## config.mk

```make
export PLATFORM = sky130hd
export DESIGN_NAME = ham_tx_scheduler
export DESIGN_NICKNAME = d
export VERILOG_FILES = /design/src/rtl/ham_pkg.sv /design/src/rtl/ham_encoder.sv /design/src/rtl/ham_tx_scheduler.sv
export SDC_FILE = /design/constraint.sdc
export NUM_CORES = 1
export LEC_CHECK = 0
export BUFFER_PORTS_ARGS = -buffer_cell sky130_fd_sc_hd__buf_2
export CORE_ASPECT_RATIO = 1.2
export CORE_MARGIN = 2
export CORE_UTILIZATION = 43
export CTS_BUF_LIST = sky130_fd_sc_hd__clkbuf_2
export DETAILED_ROUTE_END_ITERATION = 10
export PLACE_DENSITY = 0.78
export SKIP_LAST_GASP = 1
export SLEW_MARGIN = 10
export SYNTH_ARGS = -nofsm -noshare
export SYNTH_HDL_FRONTEND = slang
export SYNTH_SLANG_ARGS = --single-unit
```

## constraint.sdc

```tcl
create_clock -name clk -period 1.8 [get_ports clk]
set_clock_uncertainty 0.2 [all_clocks]
set_input_delay 0.09 -clock clk [delete_from_list [all_inputs] [get_ports clk]]
set_output_delay 0.09 -clock clk [all_outputs]
set_load 0.01 [all_outputs]
```

## src/rtl/ham_pkg.sv

```systemverilog
// Shared types for the Hamming (7,4) transmit path.
package ham_pkg;

    localparam int HAM_DATA_W = 4;
    localparam int HAM_CODE_W = 7;

    typedef enum logic [1:0] {
        IDLE    = 2'd0,
        SEND_LO = 2'd1,
        SEND_HI = 2'd2
    } ham_tx_state_e;

    typedef logic [HAM_CODE_W-1:0] ham_code_t;

endpackage

```

## src/rtl/ham_encoder.sv

```systemverilog
// Combinational Hamming (7,4) encoder; codeword layout {d3,d2,d1,p2,d0,p1,p0}.
module ham_encoder
    import ham_pkg::*;
(
    input  logic [HAM_DATA_W-1:0] i_data,
    output ham_code_t             o_code
);

    logic w_p0;
    logic w_p1;
    logic w_p2;

    assign w_p0 = i_data[0] ^ i_data[1] ^ i_data[3];
    assign w_p1 = i_data[0] ^ i_data[2] ^ i_data[3];
    assign w_p2 = i_data[1] ^ i_data[2] ^ i_data[3];

    assign o_code = {i_data[3], i_data[2], i_data[1], w_p2, i_data[0], w_p1, w_p0};

endmodule

```

## src/rtl/ham_tx_scheduler.sv

```systemverilog
// Round-robin byte scheduler feeding one shared Hamming encoder, low nibble first.
//   state   | meaning
//   IDLE    | no byte held
//   SEND_LO | presenting low-nibble codeword
//   SEND_HI | presenting high-nibble codeword
module ham_tx_scheduler
    import ham_pkg::*;
#(
    parameter int NUM_REQ = 4,
    parameter int SRC_W   = $clog2(NUM_REQ)
) (
    input  logic                 clk,
    input  logic                 reset,
    input  logic [NUM_REQ-1:0]   req_valid,
    input  logic [8*NUM_REQ-1:0] req_data,
    output logic [NUM_REQ-1:0]   req_ready,
    output logic                 code_valid,
    input  logic                 code_ready,
    output ham_code_t            code,
    output logic [SRC_W-1:0]     code_src,
    output logic                 code_last,
    output logic                 busy
);

    localparam int IDX_W = SRC_W + 1;

    ham_tx_state_e          r_state;
    ham_tx_state_e          w_state_nxt;
    logic [SRC_W-1:0]       r_ptr;
    logic [SRC_W-1:0]       r_src;
    logic [7:0]             r_byte;

    logic [2*NUM_REQ-1:0]   w_dbl;
    logic [NUM_REQ-1:0]     w_rot;
    logic                   w_found;
    logic [SRC_W-1:0]       w_grant;
    logic [IDX_W-1:0]       w_sum;
    logic                   w_window;
    logic                   w_take;
    logic [HAM_DATA_W-1:0]  w_nib;

    // Rotate the doubled request vector so bit 0 is rr_ptr; first set bit wins.
    assign w_dbl = {req_valid, req_valid};
    assign w_rot = NUM_REQ'(w_dbl >> r_ptr);

    always_comb begin
        w_found = 1'b0;
        w_grant = '0;
        w_sum   = '0;
        for (int i = 0; i < NUM_REQ; i++) begin
            if (!w_found && w_rot[i]) begin
                w_found = 1'b1;
                w_sum   = {1'b0, r_ptr} + IDX_W'(i);
                if (w_sum >= IDX_W'(NUM_REQ)) begin
                    w_sum = w_sum - IDX_W'(NUM_REQ);
                end
                w_grant = SRC_W'(w_sum);
            end
        end
    end

    assign w_window  = (r_state == IDLE) || ((r_state == SEND_HI) && code_ready);
    assign w_take    = w_window && w_found && !reset;
    assign req_ready = w_take ? (NUM_REQ'(1) << w_grant) : '0;

    always_comb begin
        w_state_nxt = r_state;
        case (r_state)
            IDLE:    if (w_take) w_state_nxt = SEND_LO;
            SEND_LO: if (code_ready) w_state_nxt = SEND_HI;
            SEND_HI: if (code_ready) w_state_nxt = w_take ? SEND_LO : IDLE;
            default: w_state_nxt = IDLE;
        endcase
    end

    always_ff @(posedge clk) begin
        if (reset) begin
            r_state <= IDLE;
            r_ptr   <= '0;
            r_src   <= '0;
            r_byte  <= '0;
        end else begin
            r_state <= w_state_nxt;
            if (w_take) begin
                r_byte <= 8'(req_data >> {w_grant, 3'b000});
                r_src  <= w_grant;
                r_ptr  <= (w_grant == SRC_W'(NUM_REQ - 1)) ? '0 : w_grant + 1'b1;
            end
        end
    end

    assign w_nib = (r_state == SEND_HI) ? r_byte[7:4] : r_byte[3:0];

    ham_encoder u_enc (
        .i_data (w_nib),
        .o_code (code)
    );

    assign code_valid = (r_state != IDLE);
    assign busy       = (r_state != IDLE);
    assign code_last  = (r_state == SEND_HI);
    assign code_src   = r_src;

endmodule
```

==> summary.txt, run 1 <==
Run status
  • Run status: complete, but fails checks
  • Failing checks: negative setup slack

Timing
  • Final critical-path setup slack: -262 ps
  • Ratio of final minimum period to clock period: 1.15
  • Post-layout min period: 2060 ps
  • Worst slew margin relative to its limit: 0.756
  • Final slew viol count: 0
  • Slew at the pin closest to its max-slew limit: 364 ps
  • Final hold violations: 0
  • Final setup violation count: 17
  • Peak Freq: 485 MHz
  • RSZ-0062 raised after global routing: yes

Setup path
  • Worst EP required: 1510 ps
  • R2R Setup Slk: -70 ps
  • Library cell contributing the largest single delay on the critical path: sky130_fd_sc_hd__or3_4
  • Slowest stage delay, CP: 450 ps
  • Crit path kind: flip-flop to output pin
  • Launch instance of the worst register-to-register path: r_ptr[1]
  • Data arrival time of the worst path: 1770 ps
  • Capturing point of the worst reg2reg path: r_byte[1]
  • Critical Path End Type: output pin
  • Number of cell instances on the worst register-to-register path: 8
  • Most Frequent Cell on Critical Path: sky130_fd_sc_hd__buf_6
  • Startpoint kind of the worst setup timing path: flip-flop
  • CP cell instances: buf_6 > nand2_2 > a21oi_2 > or3_4 > inv_4 > ha_4 > and2_4 > buf_6
  • Crit Path Max Fanout: 4

CTS
  • CTS root buffer: sky130_fd_sc_hd__clkbuf_2
  • Clock tree from TritonCTS: built
  • Clock latency at the later pin of the worst-skew pair: 270 ps
  • Clock transition at path regs: 120 ps
  • Clock buffer count from CTS: 3
  • H-tree levels: 1
  • Clock sink count: 14
  • Buffers from clock root to sink, at most: 2

Final layout
  • Cell Count, Final, Fillers Out: 245
  • Leading cell type in the layout, fill and taps excluded: sky130_fd_sc_hd__buf_2
  • Highest-count cells in the layout ignoring fill and taps: sky130_fd_sc_hd__buf_2, sky130_fd_sc_hd__dlygate4sd3_1, sky130_fd_sc_hd__mux2i_1, sky130_fd_sc_hd__nand3b_1, sky130_fd_sc_hd__dfxtp_1
  • Fraction of final layout cells sized beyond drive strength 1: 0.519
  • Final Net Count: 257
  • Antenna Cells: 0
  • Area added between synthesis and finish: 83.8%
  • Post-Route Utilization: 0.819

Synthesis
  • Cell Area, Synth: 0.00111 sq mm
  • Most common flop cell mapped by yosys: sky130_fd_sc_hd__dfxtp_1
  • Synthesized area divided by synthesized cell count: 9.87 sq um
  • Fraction of registers with async set/reset: 0
  • Distinct cell type count after synthesis: 37
  • Number of enable flip-flop cells after synthesis: 0
  • Register bit count reported by yosys: 14
  • Post-synthesis instance total: 113
  • Net count after synthesis: 156
  • Sequential fraction of the synthesis area: 0.251
  • Synthesis warning total: 0

Global route
  • Initial antenna violation count: 0
  • Grt ovf: 0
  • Pin count of the biggest net entering global routing: 13
  • Number of global-route vias before repair: 1373
  • Overall track demand over capacity in global routing: 0.273
  • Wire length of the first global-routing pass: 6060 um

Floorplan
  • Placeable core region: 0.00250 sq mm
  • Row Count: 20
  • Vert. Die Dim: 59.8 um
  • Area of the die: 0.00302 sq mm
  • Starting density of the core: 0.445
  • Die X-Extent: 50.5 um
  • I/O pins: 55

Placement
  • Routability cong.: 0.768
  • Number of buffer cells added on primary ports: 54
  • Cell Count Post-Placement: 198
  • Half-perimeter wire length after detailed placement: 2220 um

Drt
  • Via count: 1318
  • Iteration-0 DRC Markers: 48
  • DRC viols: 0
  • Average wire length per cell after detail routing: 17.4 um
  • Number of vias per cell: 5.38
  • ANT nets after route: 0
  • First drt pass iteration count: 4
  • Post-detailed-routing wire length: 4260 um

Power and ir drop
  • Portion of total power attributed to sequential cells: 0.301
  • Combinational power share: 0.599
  • Leakage: 0.977 nW
  • Internal power component: 0.865 mW
  • Proportion of power drawn by the clock network: 0.100
  • Pwr/cell area: 694 mW/mm^2
  • Switching pwr: 0.557 mW
  • Max IR drop VDD: 0.584 mV
  • Switching part of the total power: 0.392

Worst hold path
  • Hold Path Sink: r_ptr[1]
  • Worst min-delay path category: input port to flip-flop
  • Hold path startpoint: reset
  • Count of cells along the worst hold path: 3

Job
  • Maximum Capacitance Violations: 0
how the worst max path moves through the flow:
stage	from	endpoint	depth (start not counted)	slack, ps
4_1_cts	r_ptr[1]	req_ready[0]	7	-270
6_report	r_ptr[1]	req_ready[3]	8	-260
5_1_grt	r_ptr[1]	req_ready[3]	8	-330
3_5_place_dp	r_state[1]	code[0]	5	-80
3_3_place_gp	r_ptr[1]	r_ptr[1]	7	20
2_1_floorplan	r_state[1]	code[1]	6	30
worst max-delay path: cells and delay by family (launching register included):
kind,cells,cell delay [ps]
buffers and inverters,3,320
adder cells (fa/ha/maj),1,120
AND/OR/NAND/NOR,3,620
flip-flops,1,380
AO/OA/AOI/OAI,1,50
registers in the layout, indices dropped and copies added (netlist names):
signal	flops
r_state	2
r_byte	8
code_src	2
r_ptr	2
stage by stage:
stage / worst slack [ps] / hold WS (ps) / cell area (sq um) / setup TNS (ps) / total power [mW]
floorplan: 28.7 / 76.6 / 1120 / 0 / 0.872
global placement: 16.7 / 183 / 1420 / 0 / 0.982
detailed placement: -78.1 / 213 / 1420 / -328 / 1.01
CTS: -271 / 1.41 / 1950 / -1670 / 1.31
global route: -329 / 25.1 / 2050 / -3070 / 1.50
finish: -262 / 38.2 / 2050 / -1950 / 1.42
power by group through the flow:
stage | combinational (mW) | clock [mW] | sequential [mW]
final | 0.852 | 0.142 | 0.428
after detailed placement | 0.584 | 0 | 0.422
after CTS | 0.739 | 0.148 | 0.422
after global placement | 0.562 | 0 | 0.419
after floorplan | 0.461 | 0 | 0.411
after global routing | 0.910 | 0.159 | 0.432
repair_timing:
item,in CTS,in global routing
setup buffers,4,5
setup endpoints to repair,20,17
pin swaps,6,5
hold buffers,35,0
gates resized for setup,30,13
endpoints found under the hold margin,11,0
routing by layer:
layer	vias to the layer above	track usage	share of wire
met4	0	0.108	0.055
met5	-	0	0
met3	25	0.0575	0.047
met1	611	0.251	0.33
li1	604	-	-
met2	78	0.570	0.56
synthesized netlist by cell type (all sizes together) (2+ instances only):
| library cell | count | area [sq um] |
|---|---|---|
| nor4 | 2 | 27.5 |
| buf | 8 | 73.8 |
| inv | 5 | 18.8 |
| nor2b | 3 | 18.8 |
| and2 | 4 | 25.0 |
| mux2 | 2 | 22.5 |
| ha | 4 | 50.1 |
| o221ai | 8 | 114 |
| mux2i | 19 | 194 |
| nand3b | 11 | 82.6 |
| dfxtp | 14 | 280 |
| nor2 | 4 | 15.0 |
| o21ai | 2 | 10.0 |
| a21oi | 4 | 23.8 |
| xnor2 | 5 | 43.8 |
| nand2 | 8 | 40.0 |
cells by family (layout without fill, tap and decap cells):
| group | Yosys count | in the layout | share of synthesized area |
|---|---|---|---|
| and+or+nand+nor | 37 | 37 | 0.224 |
| AOI/OAI and AO/OA | 17 | 17 | 0.152 |
| adders and majority gates | 4 | 4 | 0.0449 |
| buffers and inverters | 14 | 113 | 0.0864 |
| muxes | 21 | 21 | 0.194 |
| xor gates and xnor gates | 6 | 6 | 0.0471 |
| DFF | 14 | 14 | 0.251 |
layout make-up:
| cell class | instances | area (sq um) |
|---|---|---|
| Clock buffer | 3 | 15.0 |
| Fill cell | 139 | 453 |
| Inverter | 5 | 21.3 |
| Multi-Input combinational cell | 85 | 882 |
| Sequential cell | 14 | 289 |
| Tap cell | 33 | 41.3 |
| Timing Repair Buffer | 105 | 801 |
No activity file was read; power rests on OpenSTA's default activity.
==> run 2: changes to the inputs <==
PLACE_DENSITY = 0.79   (was 0.78)
==> run 2 against run 1 <==
  * Largest power group unchanged
  * Clock power up 20%
  * The run still ends with negative setup slack left
  * Cell area up 9.6%
  * Non-clock buffer count is 9 higher
  * Cell count is 4.9% higher
  * Critical path type unchanged
  * Sequential power increased by 1%
==> summary.txt, run 2 (synthesized netlist as in run 1, its figures left out) <==
Floorplan
  • Vert. Die Dim: 59.8 um
  • Row Count: 20
  • Placeable core region: 0.00250 sq mm
  • Starting density of the core: 0.445
  • I/O pins: 55
  • Die X-Extent: 50.5 um
  • Area of the die: 0.00302 sq mm

Timing
  • Ratio of final minimum period to clock period: 1.21
  • Final slew viol count: 0
  • Slew at the pin closest to its max-slew limit: 580 ps
  • Peak Freq: 457 MHz
  • Final setup violation count: 20
  • Final critical-path setup slack: -387 ps
  • Final hold violations: 0
  • Post-layout min period: 2190 ps
  • Worst slew margin relative to its limit: 0.610
  • RSZ-0062 raised after global routing: yes
  • Setup TNS: -4170 ps

Final layout
  • Leading cell type in the layout, fill and taps excluded: sky130_fd_sc_hd__buf_2
  • Number of flip-flops in the largest register: 8
  • Final Net Count: 268
  • Area added between synthesis and finish: 102%
  • Register bank with the most flops: r_byte
  • Filler cells: 96
  • Fraction of final layout cells sized beyond drive strength 1: 0.576
  • Highest-count cells in the layout ignoring fill and taps: sky130_fd_sc_hd__buf_2, sky130_fd_sc_hd__dlygate4sd3_1, sky130_fd_sc_hd__buf_4, sky130_fd_sc_hd__nand3b_1
  • Antenna Cells: 0

Drt
  • Met2 wire length: 2700 um
  • ANT nets after route: 0
  • Via count: 1526
  • Wire length on met1: 2260 um
  • Iteration-0 DRC Markers: 77
  • Number of vias per cell: 5.94
  • Post-detailed-routing wire length: 6030 um
  • Met3 wire length: 721 um
  • First drt pass iteration count: 5
  • Average wire length per cell after detail routing: 23.5 um
  • DRC viols: 0
  • DR top layer: met4

Placement
  • Half-perimeter wire length after detailed placement: 2050 um
  • Placement Setup Slack: -21.3 ps
  • Number of buffer cells added on primary ports: 54
  • Routability cong.: 0.852

Global route
  • Number of global-route vias before repair: 1363
  • Pin count of the biggest net entering global routing: 16
  • Overall track demand over capacity in global routing: 0.312
  • Wire length of the first global-routing pass: 6890 um
  • Grt ovf: 0
  • Initial antenna violation count: 0

Setup path
  • Startpoint kind of the worst setup timing path: flip-flop
  • Crit path kind: flip-flop to output pin
  • Data arrival time of the worst path: 1900 ps
  • Worst EP required: 1510 ps
  • Crit Path Max Fanout: 4
  • Critical Path End Type: output pin

CTS
  • Clock transition at path regs: 170 ps
  • CTS root buffer: sky130_fd_sc_hd__clkbuf_2
  • Clock tree from TritonCTS: built
  • Buffers from clock root to sink, at most: 2
  • Clock sink count: 14
  • H-tree levels: 1
  • Clock latency at the later pin of the worst-skew pair: 310 ps
  • Clock buffer count from CTS: 3

Worst hold path
  • Worst min-delay path category: input port to flip-flop

Power and ir drop
  • Total power after layout: 1.70 mW
  • Leakage: 1.02 nW
  • Pwr/cell area: 756 mW/mm^2
  • Max IR drop VDD: 0.561 mV

Run status
  • Run status: complete, but fails checks
  • Failing checks: negative setup slack

Job
  • Maximum Capacitance Violations: 0
[run 2: changes by cell type in the layout (fill, tap and decap cells not counted), moves of 2 or more]
cell,change
sky130_fd_sc_hd__buf_6,-2
sky130_fd_sc_hd__nand2_8,+3
sky130_fd_sc_hd__buf_4,+8
sky130_fd_sc_hd__mux2i_1,-7
sky130_fd_sc_hd__mux2i_2,+3
sky130_fd_sc_hd__dfxtp_2,+2
sky130_fd_sc_hd__mux2i_4,+4
sky130_fd_sc_hd__buf_8,+2
[run 2: cell type report]
class | instances | area, sq um | share of cell area
Inverter | 5 | 21.3 | 0.00947
Timing Repair Buffer | 114 | 873 | 0.389
Clock inverter | 1 | 3.75 | 0.00167
Tap cell | 33 | 41.3 | 0.0184
Clock buffer | 3 | 15.0 | 0.00668
Sequential cell | 14 | 288 | 0.128
Multi-Input combinational cell | 87 | 1000 | 0.447
[run 2: final timing paths]
kind / from / endpoint / slack [ps] / cells past startpoint
setup reg to reg: r_ptr[1] / r_byte[6] / -260 / 8
setup / recovery: r_ptr[1] / req_ready[2] / -390 / 6
hold / removal: code_ready / r_state[0] / 120 / 3
hold reg to reg: r_ptr[0] / r_ptr[0] / 310 / 2
[run 2: layer usage]
layer  track usage  vias to the layer above
met4         0.193                        0
met3         0.108                       33
met2         0.539                      147
li1              -                      633
met5             0                        -
met1         0.326                      713
[run 2: worst max-delay path, stage by stage, from the launching register on]
cell	delay (ps)
sky130_fd_sc_hd__dfxtp_4	410
sky130_fd_sc_hd__mux2i_1	220
sky130_fd_sc_hd__nor2_1	90
sky130_fd_sc_hd__or3_4	400
sky130_fd_sc_hd__ha_4	180
sky130_fd_sc_hd__and2_1	150
sky130_fd_sc_hd__buf_2	150
[run 2: power by group]
group | leakage [nW] | internal (mW) | switching [mW]
Sequential | 0.117 | 0.368 | 0.0656
Combinational | 0.884 | 0.561 | 0.534
Clock | 0.0140 | 0.0482 | 0.122
Total | 1.02 | 0.978 | 0.722
[run 2: timing repair]
action | 4_1_cts | 5_1_grt
gates resized for setup | 27 | 34
endpoints found under the hold margin | 12 | 0
buffers inserted | 5 | 11
endpoints found under the setup margin | 15 | 20
pin swaps | 7 | 6
gates cloned | 0 | 2
hold buffers | 35 | 0
[run 2: per-stage QoR]
step | instances | hold slack (ps) | utilization | instance area [sq um]
after floorplan | 113 | 76.6 | - | 1120
after global placement | 200 | 171 | 0.574 | 1440
after detailed placement | 200 | 183 | 0.574 | 1440
after CTS | 244 | 104 | 0.788 | 1970
after global routing | 257 | 136 | 0.898 | 2250
final | 257 | 125 | 0.898 | 2250
==> run 3: changes to the inputs <==
SETUP_SLACK_MARGIN = 0.4   (was not set)
==> run 3 against run 2 <==
  * The run still ends with negative setup slack left
  * Via count increased by 8.8%
  * Non-clock buffer count increased by 4
  * Sequential share of layout area is 0.79 points lower
  * Largest cell class unchanged
  * Highest routed layer unchanged
==> summary.txt, run 3 (synthesized netlist as in run 1, its figures left out) <==
Timing
  • Post-layout min period: 2260 ps
  • Final hold violations: 0
  • Final setup violation count: 21
  • Final slew viol count: 0
  • Final hold slack: 55.1 ps
  • Final critical-path setup slack: -460 ps
  • Peak Freq: 442 MHz
  • RSZ-0062 raised after global routing: yes
  • Worst slew margin relative to its limit: 0.735
  • Slew at the pin closest to its max-slew limit: 395 ps
  • Ratio of final minimum period to clock period: 1.26

Setup path
  • Launch instance of the worst register-to-register path: r_ptr[1]
  • Startpoint kind of the worst setup timing path: flip-flop
  • Crit path kind: flip-flop to output pin
  • Slowest stage delay, CP: 400 ps
  • CP bufs+invs: 4
  • Number of cell instances on the worst register-to-register path: 9
  • Worst EP required: 1510 ps
  • Crit Path Max Fanout: 4
  • Library cell contributing the largest single delay on the critical path: sky130_fd_sc_hd__dfxtp_4
  • Critical Path End Type: output pin
  • Data arrival time of the worst path: 1970 ps
  • CP cell instances: buf_4 > a21oi_2 > o21a_1 > o22ai_4 > buf_12 > inv_6 > ha_4 > and2_1 > buf_2
  • Capturing point of the worst reg2reg path: r_byte[0]
  • Family with the most delay on the worst path: compound AO/OA/AOI/OAI gates
  • R2R Setup Slk: -340 ps

Final layout
  • Multi-input gate area in the final layout: 0.00105 sq mm
  • Fraction of final layout cells sized beyond drive strength 1: 0.616
  • Final Net Count: 273
  • Area added between synthesis and finish: 117%
  • Area occupied by registers: 290 sq um
  • Number of flip-flops in the largest register: 8
  • Antenna Cells: 0
  • Register bank with the most flops: r_byte
  • Leading cell type in the layout, fill and taps excluded: sky130_fd_sc_hd__buf_2
  • Finished layout cell area: 0.00241 sq mm
  • Filler cells: 58
  • Highest-count cells in the layout ignoring fill and taps: sky130_fd_sc_hd__buf_2, sky130_fd_sc_hd__dlygate4sd3_1, sky130_fd_sc_hd__buf_6, sky130_fd_sc_hd__buf_4

Drt
  • ANT nets after route: 0
  • DR top layer: met4
  • Wire length on met1: 2340 um
  • DRC viols: 0
  • Met3 wire length: 713 um
  • Average wire length per cell after detail routing: 27.1 um
  • Via count: 1661
  • First drt pass iteration count: 7
  • Met2 wire length: 3360 um
  • Number of vias per cell: 6.34
  • Iteration-0 DRC Markers: 128
  • Post-detailed-routing wire length: 7100 um

CTS
  • Clock transition at path regs: 180 ps
  • Clock tree from TritonCTS: built
  • Clock buffer count from CTS: 3
  • CTS root buffer: sky130_fd_sc_hd__clkbuf_2
  • Clock sink count: 14
  • Buffers from clock root to sink, at most: 2
  • Clock latency at the later pin of the worst-skew pair: 330 ps
  • H-tree levels: 1

Global route
  • Initial antenna violation count: 0
  • Number of global-route vias before repair: 1500
  • Grt ovf: 0
  • Pin count of the biggest net entering global routing: 13
  • Wire length of the first global-routing pass: 7210 um
  • Overall track demand over capacity in global routing: 0.325

Floorplan
  • Placeable core region: 0.00250 sq mm
  • Starting density of the core: 0.445
  • Vert. Die Dim: 59.8 um
  • Area of the die: 0.00302 sq mm
  • I/O pins: 55
  • Row Count: 20
  • Die X-Extent: 50.5 um

Worst hold path
  • Worst min-delay path category: input port to flip-flop
  • Hold path startpoint: reset
  • Hold Path Sink: code_src[1]
  • Count of cells along the worst hold path: 3

Run status
  • Run status: complete, but fails checks
  • Failing checks: negative setup slack

Power and ir drop
  • Leakage: 1.07 nW
  • Pwr/cell area: 753 mW/mm^2
  • Max IR drop VDD: 0.785 mV

Job
  • Maximum Capacitance Violations: 0

Placement
  • Post-DP Area: 0.00148 sq mm
  • Routability cong.: 0.832
  • Number of buffer cells added on primary ports: 54
run 3: changes by cell type in the layout (fill, tap and decap cells not counted), moves of 2 or more:
cell | before | now
sky130_fd_sc_hd__inv_6 | 0 | 2
sky130_fd_sc_hd__o221ai_4 | 0 | 2
sky130_fd_sc_hd__or4_4 | 0 | 2
sky130_fd_sc_hd__nand2_2 | 1 | 5
sky130_fd_sc_hd__buf_6 | 8 | 21
sky130_fd_sc_hd__o21ai_1 | 2 | 0
sky130_fd_sc_hd__nand2_1 | 5 | 1
sky130_fd_sc_hd__inv_2 | 2 | 0
sky130_fd_sc_hd__buf_4 | 17 | 12
sky130_fd_sc_hd__buf_2 | 51 | 47
sky130_fd_sc_hd__o221ai_2 | 8 | 6
run 3: worst min-delay path, delay by kind of cell:
kind,cells,cell delay [ps]
compound gates,1,80
buf+inv,1,180
simple gates,1,220
run 3: final cells by class:
type                            count  share of cell area
Timing Repair Buffer              118               0.408
Clock buffer                        3             0.00622
Tap cell                           33              0.0171
Sequential cell                    14               0.120
Inverter                            5              0.0119
Multi-Input combinational cell     88               0.435
Clock inverter                      1             0.00155
run 3: metal layers:
layer  up-vias  global-route usage
li1        648                   -
met1       753               0.370
met2       199               0.586
met3        61              0.0450
met4         0               0.174
met5         -                   0
run 3: what timing repair did:
item	in CTS	in global routing
gates resized for setup	36	32
setup endpoints to repair	26	27
pin swaps	13	9
hold buffers	34	0
buffers inserted	15	9
endpoints found under the hold margin	12	0
cloned	2	2
run 3: where the power goes:
part | internal [mW] | switching (mW) | leakage, nW
registers | 0.368 | 0.0705 | 0.118
clock network | 0.0482 | 0.134 | 0.0140
logic | 0.609 | 0.590 | 0.937
total | 1.02 | 0.794 | 1.07
run 3: worst max-delay path by stage:
stage                   end  cells past startpoint      from  slack (ps)
2_1_floorplan      r_ptr[1]                      9  r_ptr[1]         100
3_3_place_gp   req_ready[1]                      7  r_ptr[1]          30
3_5_place_dp   req_ready[1]                      7  r_ptr[1]         -20
4_1_cts        req_ready[0]                      7  r_ptr[1]        -260
5_1_grt        req_ready[3]                      9  r_ptr[1]        -470
6_report       req_ready[3]                      9  r_ptr[1]        -460
run 3: through the flow:
stage | setup TNS (ps) | util | setup slack, ps | total power [mW] | instances
3_3_place_gp | 0 | 0.592 | 28.8 | 1.02 | 196
5_1_grt | -5700 | 0.965 | -469 | 1.85 | 262
2_1_floorplan | 0 | - | 99.6 | 0.923 | 113
6_report | -5310 | 0.965 | -460 | 1.82 | 262
3_5_place_dp | -15.5 | 0.592 | -15.5 | 1.04 | 196
4_1_cts | -1340 | 0.866 | -262 | 1.47 | 251
